--- config.mk ---
export PLATFORM = sky130hd
export DESIGN_NAME = multiplier_arbiter
export DESIGN_NICKNAME = d
export VERILOG_FILES = /design/src/rtl/multiplier_arbiter_pkg.sv /design/src/rtl/multiplier_arbiter_rr_picker.sv /design/src/rtl/multiplier_arbiter.sv
export SDC_FILE = /design/constraint.sdc
export NUM_CORES = 1
export LEC_CHECK = 0
export ABC_AREA = 1
export ABC_CLOCK_PERIOD_IN_PS = 3200
export CAP_MARGIN = 20
export CORE_MARGIN = 2
export CORE_UTILIZATION = 44
export CTS_CLUSTER_SIZE = 12
export DETAILED_ROUTE_END_ITERATION = 8
export PLACE_DENSITY_LB_ADDON = 0.2
export RECOVER_POWER = 50
export REMOVE_ABC_BUFFERS = 1
export SETUP_SLACK_MARGIN = 0.5
export SYNTH_ARGS = -nofsm -noshare
export SYNTH_HDL_FRONTEND = slang
export SYNTH_SLANG_ARGS = --single-unit
--- constraint.sdc ---
create_clock -name clk -period 3.2 [get_ports clk]
set_input_delay 0.64 -clock clk [delete_from_list [all_inputs] [get_ports clk]]
set_output_delay 0.64 -clock clk [all_outputs]
set_load 0.02 [all_outputs]
--- src/rtl/multiplier_arbiter_pkg.sv ---
// Shared definitions for the multiplier arbiter: FSM states and default latency.
package multiplier_arbiter_pkg;

  // Job sequence: arbitrate, reset multiplier, start pulse, wait, hand back result
  typedef enum logic [2:0] {
    S_IDLE  = 3'd0,
    S_CLEAR = 3'd1,
    S_START = 3'd2,
    S_WAIT  = 3'd3,
    S_RESP  = 3'd4
  } state_e;

  // Cycles the sequential multiplier needs after its start pulse
  function automatic int unsigned mul_latency_default(input int unsigned num_bits);
    return 2 * num_bits + 2;
  endfunction

endpackage

--- src/rtl/multiplier_arbiter_rr_picker.sv ---
// Round-robin picker: first set request strictly after ptr, wrapping around.
module rr_picker #(
  parameter  int unsigned NUM_REQ = 4,
  localparam int unsigned ID_W    = $clog2(NUM_REQ)
) (
  input  logic [NUM_REQ-1:0] req,
  input  logic [ID_W-1:0]    ptr,
  output logic [NUM_REQ-1:0] grant_c,
  output logic [ID_W-1:0]    grant_idx_c,
  output logic               valid_c
);

  logic [ID_W-1:0] idx;

  // Scan ptr+1 .. ptr+NUM_REQ; the previous winner is checked last
  always_comb begin
    grant_c     = '0;
    grant_idx_c = '0;
    valid_c     = 1'b0;
    idx         = '0;
    for (int unsigned k = 1; k <= NUM_REQ; k++) begin
      idx = ID_W'((32'(ptr) + k) % NUM_REQ);
      if (!valid_c && req[idx]) begin
        valid_c      = 1'b1;
        grant_c[idx] = 1'b1;
        grant_idx_c  = idx;
      end
    end
  end

endmodule

--- src/rtl/multiplier_arbiter.sv ---
// Shares one sequential multiplier among NUM_REQ requesters, round-robin,
// returning each product on a valid/ready channel tagged with the requester id.
module multiplier_arbiter
  import multiplier_arbiter_pkg::*;
#(
  parameter  int unsigned NUM_BITS    = 7,
  parameter  int unsigned NUM_REQ     = 4,
  parameter  int unsigned MUL_LATENCY = mul_latency_default(NUM_BITS),
  localparam int unsigned ID_W        = $clog2(NUM_REQ)
) (
  input  logic                         clk,
  input  logic                         rst,
  input  logic [NUM_REQ-1:0]           req_valid,
  output logic [NUM_REQ-1:0]           req_ready,
  input  logic [NUM_REQ*NUM_BITS-1:0]  req_multiplier,
  input  logic [NUM_REQ*NUM_BITS-1:0]  req_multiplicand,
  output logic                         resp_valid,
  input  logic                         resp_ready,
  output logic [ID_W-1:0]              resp_id,
  output logic [2*NUM_BITS-1:0]        resp_product,
  output logic                         mul_rst,
  output logic                         mul_start,
  output logic [NUM_BITS-1:0]          mul_multiplier,
  output logic [NUM_BITS-1:0]          mul_multiplicand,
  input  logic [2*NUM_BITS-1:0]        mul_product,
  output logic                         busy
);

  localparam int unsigned CNT_W = $clog2(MUL_LATENCY + 1);

  state_e              state_q;
  logic [ID_W-1:0]     ptr_q;
  logic [ID_W-1:0]     id_q;
  logic [CNT_W-1:0]    cnt_q;
  logic [NUM_BITS-1:0] op_a_q;
  logic [NUM_BITS-1:0] op_b_q;

  logic [NUM_REQ-1:0]  grant_c;
  logic [ID_W-1:0]     grant_idx_c;
  logic                grant_valid_c;
  logic [NUM_BITS-1:0] sel_a_c;
  logic [NUM_BITS-1:0] sel_b_c;

  rr_picker #(
    .NUM_REQ (NUM_REQ)
  ) u_picker (
    .req         (req_valid),
    .ptr         (ptr_q),
    .grant_c     (grant_c),
    .grant_idx_c (grant_idx_c),
    .valid_c     (grant_valid_c)
  );

  // Operand mux for the granted requester
  always_comb begin
    sel_a_c = '0;
    sel_b_c = '0;
    for (int unsigned i = 0; i < NUM_REQ; i++) begin
      if (grant_idx_c == ID_W'(i)) begin
        sel_a_c = req_multiplier[i*NUM_BITS +: NUM_BITS];
        sel_b_c = req_multiplicand[i*NUM_BITS +: NUM_BITS];
      end
    end
  end

  // Accept only in IDLE and never while reset is asserted
  assign req_ready        = (rst && (state_q == S_IDLE)) ? grant_c : '0;
  // Multiplier is held in reset with the arbiter and pulsed once per job
  assign mul_rst          = ~rst | (state_q == S_CLEAR);
  assign mul_multiplier   = op_a_q;
  assign mul_multiplicand = op_b_q;
  assign busy             = (state_q != S_IDLE);

  // Job FSM with latency counter, operand/id latches and response registers
  always_ff @(posedge clk) begin
    if (!rst) begin
      state_q      <= S_IDLE;
      ptr_q        <= ID_W'(NUM_REQ - 1);
      id_q         <= '0;
      cnt_q        <= '0;
      op_a_q       <= '0;
      op_b_q       <= '0;
      resp_valid   <= 1'b0;
      resp_id      <= '0;
      resp_product <= '0;
      mul_start    <= 1'b0;
    end else begin
      mul_start <= 1'b0;
      unique case (state_q)
        S_IDLE: begin
          if (grant_valid_c) begin
            op_a_q  <= sel_a_c;
            op_b_q  <= sel_b_c;
            id_q    <= grant_idx_c;
            ptr_q   <= grant_idx_c;
            state_q <= S_CLEAR;
          end
        end
        S_CLEAR: begin
          mul_start <= 1'b1;
          state_q   <= S_START;
        end
        S_START: begin
          cnt_q   <= CNT_W'(MUL_LATENCY - 1);
          state_q <= S_WAIT;
        end
        S_WAIT: begin
          if (cnt_q == '0) begin
            resp_product <= mul_product;
            resp_id      <= id_q;
            resp_valid   <= 1'b1;
            state_q      <= S_RESP;
          end else begin
            cnt_q <= cnt_q - CNT_W'(1);
          end
        end
        S_RESP: begin
          if (resp_ready) begin
            resp_valid <= 1'b0;
            state_q    <= S_IDLE;
          end
        end
        default: state_q <= S_IDLE;
      endcase
    end
  end

endmodule
==> results of run 1 <==
## flip-flops by register name, indices dropped and copies added, names as in the netlist
signal            count
mul_multiplier        7
id_q                  2
resp_id               2
resp_valid            1
state_q               3
mul_multiplicand      7
ptr_q                 2
resp_product         14
cnt_q                 5
mul_start             1
## cell usage after synthesis (all sizes together)
master and n:
nand2 104, nor2 85, inv 69, nand3 51, dfxtp 44, o21ai 26, a21oi 21, buf 13
ha 10, clkbuf 4, nor3 3, a221oi 2, a22oi 2, a31oi 2, o211ai 2, clkinv 1
nand4 1, o2111ai 1, o21a 1, o221ai 1, or2 1, xnor2 1
## worst paths after layout
kind	to	startpoint
setup / recovery	mul_rst	rst
hold / removal	resp_valid	resp_valid
setup reg to reg	mul_multiplicand[3]	ptr_q[0]
hold reg to reg	resp_valid	resp_valid
## cell usage in the layout (no fill, tap or decap), types with 4 or more instances in the layout
master           count
nand2_1             87
nor2_1              78
clkdlybuf4s50_1     73
inv_1               56
nand3_1             47
dfxtp_1             42
dlygate4sd3_1       33
buf_4               29
o21ai_0             20
nand2_2             14
a21oi_1             14
inv_2               11
ha_1                 9
a21oi_2              7
o21ai_1              6
clkbuf_8             5
nor2_4               4
buf_6                4
## power breakdown
part | internal (uW) | switching [uW] | total (uW)
Combinational | 1210 | 1800 | 3000
Clock | 235 | 201 | 436
Sequential | 696 | 76.2 | 772
## kinds of logic after synthesis
| family | count (synthesis) | synth area share [%] |
|---|---|---|
| AO/OA/AOI/OAI | 58 | 12.1 |
| XOR/XNOR | 1 | 0.306 |
| adder cells (fa/ha/maj) | 10 | 4.38 |
| buffers and inverters | 87 | 13.6 |
| flip-flops | 44 | 30.8 |
| AND/OR/NAND/NOR | 245 | 38.8 |
## cell type report
cell class / instances / area share, %
Clock buffer: 5 / 1.56
Clock inverter: 3 / 1.08
Inverter: 70 / 6.14
Multi-Input combinational cell: 314 / 37.9
Sequential cell: 44 / 20.1
Tap cell: 77 / 2.19
Timing Repair Buffer: 145 / 31.1
## per-stage QoR
stage	hold WS, ps	instances	util (%)
floorplan	428	428	-
global placement	446	638	65.2
detailed placement	453	638	65.2
CTS	469	648	67.7
global route	482	658	69.7
finish	464	658	69.7
## metal layers
layer	up-vias	wire length [um]	GRT usage, %
li1	1663	-	-
met1	1423	3350	26.9
met2	87	4060	38.7
met3	14	446	4.92
met4	0	130	6.49
met5	-	0	0
## critical path: stages
cell and delay (ps):
dlygate4sd3_1 550, buf_4 210, nand2_1 80, clkdlybuf4s50_1 590
## repair_timing
item	4_1_cts	5_1_grt
pin swaps	5	12
setup buffers	2	10
gates resized for setup	33	25
endpoints found under the setup margin	4	4
endpoints found under the hold margin	0	0
==> metrics.yaml, run 1 <==
yosys:
  ys_seq_area_share_pct: 30.8
  ys.warnings.count: 0
  ys_seq_elements: 44
  synth_area_um2: 2860
  syn_inst: 445
  synth_top_cell_by_area: "dfxtp_1"
  synth_area_per_cell_um2: 6.42
  synth_area_leaders: "dfxtp_1 (31%), nand2_1 (12%), nor2_1 (11%)"
  netlist.area_leader.share_pct: 30.8
  synth_cell_types: 35
timing:
  final-hold-violation-count: 0
  rsz0062_at_grt: "yes"
  relSlewSlack_pct: 21.4
  clock_skew_ps: 5.18
  tightest_slew_ps: 1180
  fin_ws_ps: 477
  clock.fmax_ghz: 0.367
  tns_ps: 0
  slew_violations: 0
  fin_crit_sh_pct: 85.1
  fin_crit_ps: 2720
  setup_viol: 0
route:
  final_antenna_net_count: 0
  drc: 0
  drtIter0Drc: 121
  via_per_inst: 4.84
  num_vias: 3187
  wire_per_inst_um: 12.1
  drt_wl_total_um: 7990
  drt_pass1_iterations: 4
flow_run:
  drv_cap: 0
setup_path:
  reg2reg_depth: 16
  crit_fanout: 23
  reg2reg_slack_ps: 700
  crit_type: "input port to output pin"
  crit_arrival_ps: 2080
  end_kind: "output pin"
  start_kind: "input port"
  required_ps: 2560
placed_design:
  postPlaceCellArea_um2: 4120
  gp_congestion: 0.886
  pre_cts_slack_ps: -123
  io_buffers: 114
  hpwlAfterDp_um: 5760
floorplanning:
  die_y_um: 84.6
  start_util_pct: 45.3
  dieArea_um2: 7160
  core_area_um2: 6310
  rows: 29
  pin_count: 115
  fp.dieW_um: 84.6
finish:
  n_fill_cell: 570
  final_area_um2: 4400
  drive_above_1_share_pct: 16.5
  num-nets-final: 667
  antennaDiodeCount: 0
  multi_input_area_um2: 1670
  area_growth_pct: 54.0
  register_area_um2: 883
global_routing:
  grt_pass1_vias: 2974
  antenna_found_initial: 0
  grtUsageTotal_pct: 22.0
  grt.overflow.total: 0
  grt_pass1_wl_um: 13100
  grt_max_degree: 28
power_and_ir_drop:
  p_leak_uw: 0.00217
  total_power_uw: 4210
  power_density_nw_per_um2: 956
  vdd_drop_max_uv: 707
clock_network:
  cts_hold_buf: 0
  clk_pin_slew_worst_paths_ps: 90
  clock_latency_ps: 290
  cts.sink_count: 44
  cts_htree_levels: 2
  cts_root_buf: "clkbuf_8"
  clk_path_buf_depth: 2
  cts_tree: "done"
  cts-buffers-inserted: 5
hold_path:
  min_path_type: "register to register"
  hold_depth: 2
outcome:
  outcome: "finished, final reports clean"
Note: power is estimated with default switching activity, not from simulation.
==> inputs of run 2 (changes only) <==
--- a/config.mk
+++ b/config.mk
@@ -8,7 +8,7 @@
 export ABC_AREA = 1
 export ABC_CLOCK_PERIOD_IN_PS = 3200
 export CAP_MARGIN = 20
-export CORE_MARGIN = 2
+export CORE_MARGIN = 3
 export CORE_UTILIZATION = 44
 export CTS_CLUSTER_SIZE = 12
 export DETAILED_ROUTE_END_ITERATION = 8
==> metrics.yaml, run 2 (synthesis gave the netlist of run 1 again) <==
setup_path:
  crit_type: "input port to output pin"
  crit_arrival_ps: 2100  # +20 ps
  reg2reg_slack_ps: 730  # +30 ps
  critPathSlowestCell: "clkdlybuf4s50_1"
  critical-path-max-stage-delay_ps: 610  # +20 ps
  critPathBufInv: 3  # unchanged
  required_ps: 2560  # about the same
  r2r_start: "ptr_q[0]"
  cp-endpoint: "mul_rst"
  start_kind: "input port"
  reg2reg_depth: 17  # +1
  cp.depth: 4  # unchanged
  end_kind: "output pin"
  crit_family: "buffers and inverters"
  worstPathCellList: "dlygate4sd3_1 -> buf_4 -> nand2_1 -> clkdlybuf4s50_1"
  crit_fanout: 23  # unchanged
  r2r-end: "mul_multiplier[5]"
  crit_path_start: "rst"
global_routing:
  grt_pass1_vias: 2920  # -1.8%
  antenna_found_initial: 0  # unchanged
  grt_max_degree: 27  # -3.6%
  grt_pass1_wl_um: 12900  # -1.3%
  grt.overflow.total: 0  # unchanged
  grtUsageTotal_pct: 21.2  # -0.80 points
route:
  drt_pass1_iterations: 4  # unchanged
  drt_wl_total_um: 8060  # +0.91%
  num_vias: 3144  # -1.3%
  final_antenna_net_count: 0  # unchanged
  drtIter0Drc: 164  # +36%
  via_per_inst: 4.86  # +0.33%
  drc: 0  # unchanged
  wire_per_inst_um: 12.5  # +2.6%
timing:
  fin_crit_sh_pct: 85.6  # +0.53 points
  relSlewSlack_pct: 17.6  # -3.8 points
  clock_skew_ps: 9.32  # +4.14 ps
  rsz0062_at_grt: "yes"
  slew_violations: 0  # unchanged
  clock.fmax_ghz: 0.365  # -0.62%
  timing.hold.ws_ps: 465  # +1.85 ps
  setup_viol: 0  # unchanged
  fin_crit_ps: 2740  # +16.9 ps
  tns_ps: 0  # unchanged
  tightest_slew_ps: 1240  # +57.2 ps
  final-hold-violation-count: 0  # unchanged
placed_design:
  postPlaceCellArea_um2: 4110  # -0.24%
  hpwlAfterDp_um: 5870  # +1.9%
  io_buffers: 114  # unchanged
  gp_congestion: 0.920  # +3.7%
clock_network:
  cts_tree: "done"
  cts-buffers-inserted: 5  # unchanged
  cts_root_buf: "clkbuf_8"
  clk_pin_slew_worst_paths_ps: 80  # about the same
  clock_latency_ps: 290  # about the same
  cts_htree_levels: 2  # unchanged
  cts.sink_count: 44  # unchanged
  clk_path_buf_depth: 2  # unchanged
floorplanning:
  dieArea_um2: 7500  # +4.8%
  start_util_pct: 46.9  # +1.6 points
  fp.dieW_um: 86.6  # +2.4%
  core_area_um2: 6100  # -3.4%
  die_y_um: 86.6  # +2.4%
  pin_count: 115  # unchanged
  rows: 28  # -3.4%
finish:
  antennaDiodeCount: 0  # unchanged
  num-nets-final: 659  # -1.2%
  final_area_um2: 4310  # -2.2%
  area_growth_pct: 50.7
  final_common_cell: "nand2_1"
  largest_register_ffs: 14  # unchanged
  max_flop_register: "resp_product"
  layout_common_cells: "nand2_1 (89), nor2_1 (76), clkdlybuf4s50_1 (73)"
  drive_above_1_share_pct: 14.9  # -1.7 points
hold_path:
  hold_depth: 2  # unchanged
  holdCritStartpoint: "mul_multiplicand[4]"
  min_path_type: "register to register"
power_and_ir_drop:
  p_leak_uw: 0.00213  # -2.3%
  vdd_drop_max_uv: 727  # +2.9%
  total_power_uw: 4040  # -3.9%
  power_density_nw_per_um2: 939  # -1.8%
flow_run:
  drv_cap: 0  # unchanged
outcome:
  outcome: "finished, final reports clean"
==> run 2: how the worst min path moves through the flow <==
stage | end
after floorplan | cnt_q[4]
after global placement | cnt_q[4]
after detailed placement | resp_valid
after CTS | mul_multiplicand[4]
after global routing | mul_multiplicand[3]
final | mul_multiplicand[4]
==> run 2: worst reg2reg max path, stage by stage, from the launching register on <==
cell and delay (ps):
dfxtp_4 390, clkinv_8 50, ha_4 290, inv_4 50, nand3_4 70, nand2_4 90
inv_4 80, buf_6 100, buf_4 90, o21ai_1 60, nand2_2 90, nand3_4 210
nor2_8 380, nand2_1 90, nand2_1 70, inv_1 50, nand2_1 70, a21oi_2 50
==> run 2: through the flow <==
step / utilization, % / instances / worst slack [ps]
after floorplan: - / 428 / 571
final: 70.7 / 647 / 460
after CTS: 69.0 / 642 / 509
after global routing: 70.7 / 647 / 413
after global placement: 67.4 / 635 / -56.5
after detailed placement: 67.4 / 635 / -115
==> run 2: repair_timing <==
action	CTS	global route
pin swaps	6	5
resized for setup	34	25
endpoints found under the hold margin	0	0
hold buffers	0	0
setup buffers	0	5
setup endpoints to repair	4	4
==> run 2: layer usage <==
layer	share of wire (%)	up-vias	track usage [%]
li1	-	1645	-
met1	42	1394	25.7
met2	50	89	36.4
met3	6.5	16	6.46
met4	1.9	0	5.81
met5	0	-	0
==> run 2: power breakdown <==
group	leakage (uW)	internal (uW)	switching [uW]	total, uW
sequential	0.000360	698	80.8	779
clock	0.0000410	149	182	331
combinational	0.00172	1140	1790	2930
==> run 2: area by class of cell <==
type / instances / area [um2]
Clock buffer: 6 / 72.6
Clock inverter: 1 / 5.00
Fill cell: 516 / 1790
Inverter: 70 / 280
Multi-Input combinational cell: 314 / 1670
Sequential cell: 44 / 886
Tap cell: 75 / 93.8
Timing Repair Buffer: 137 / 1300
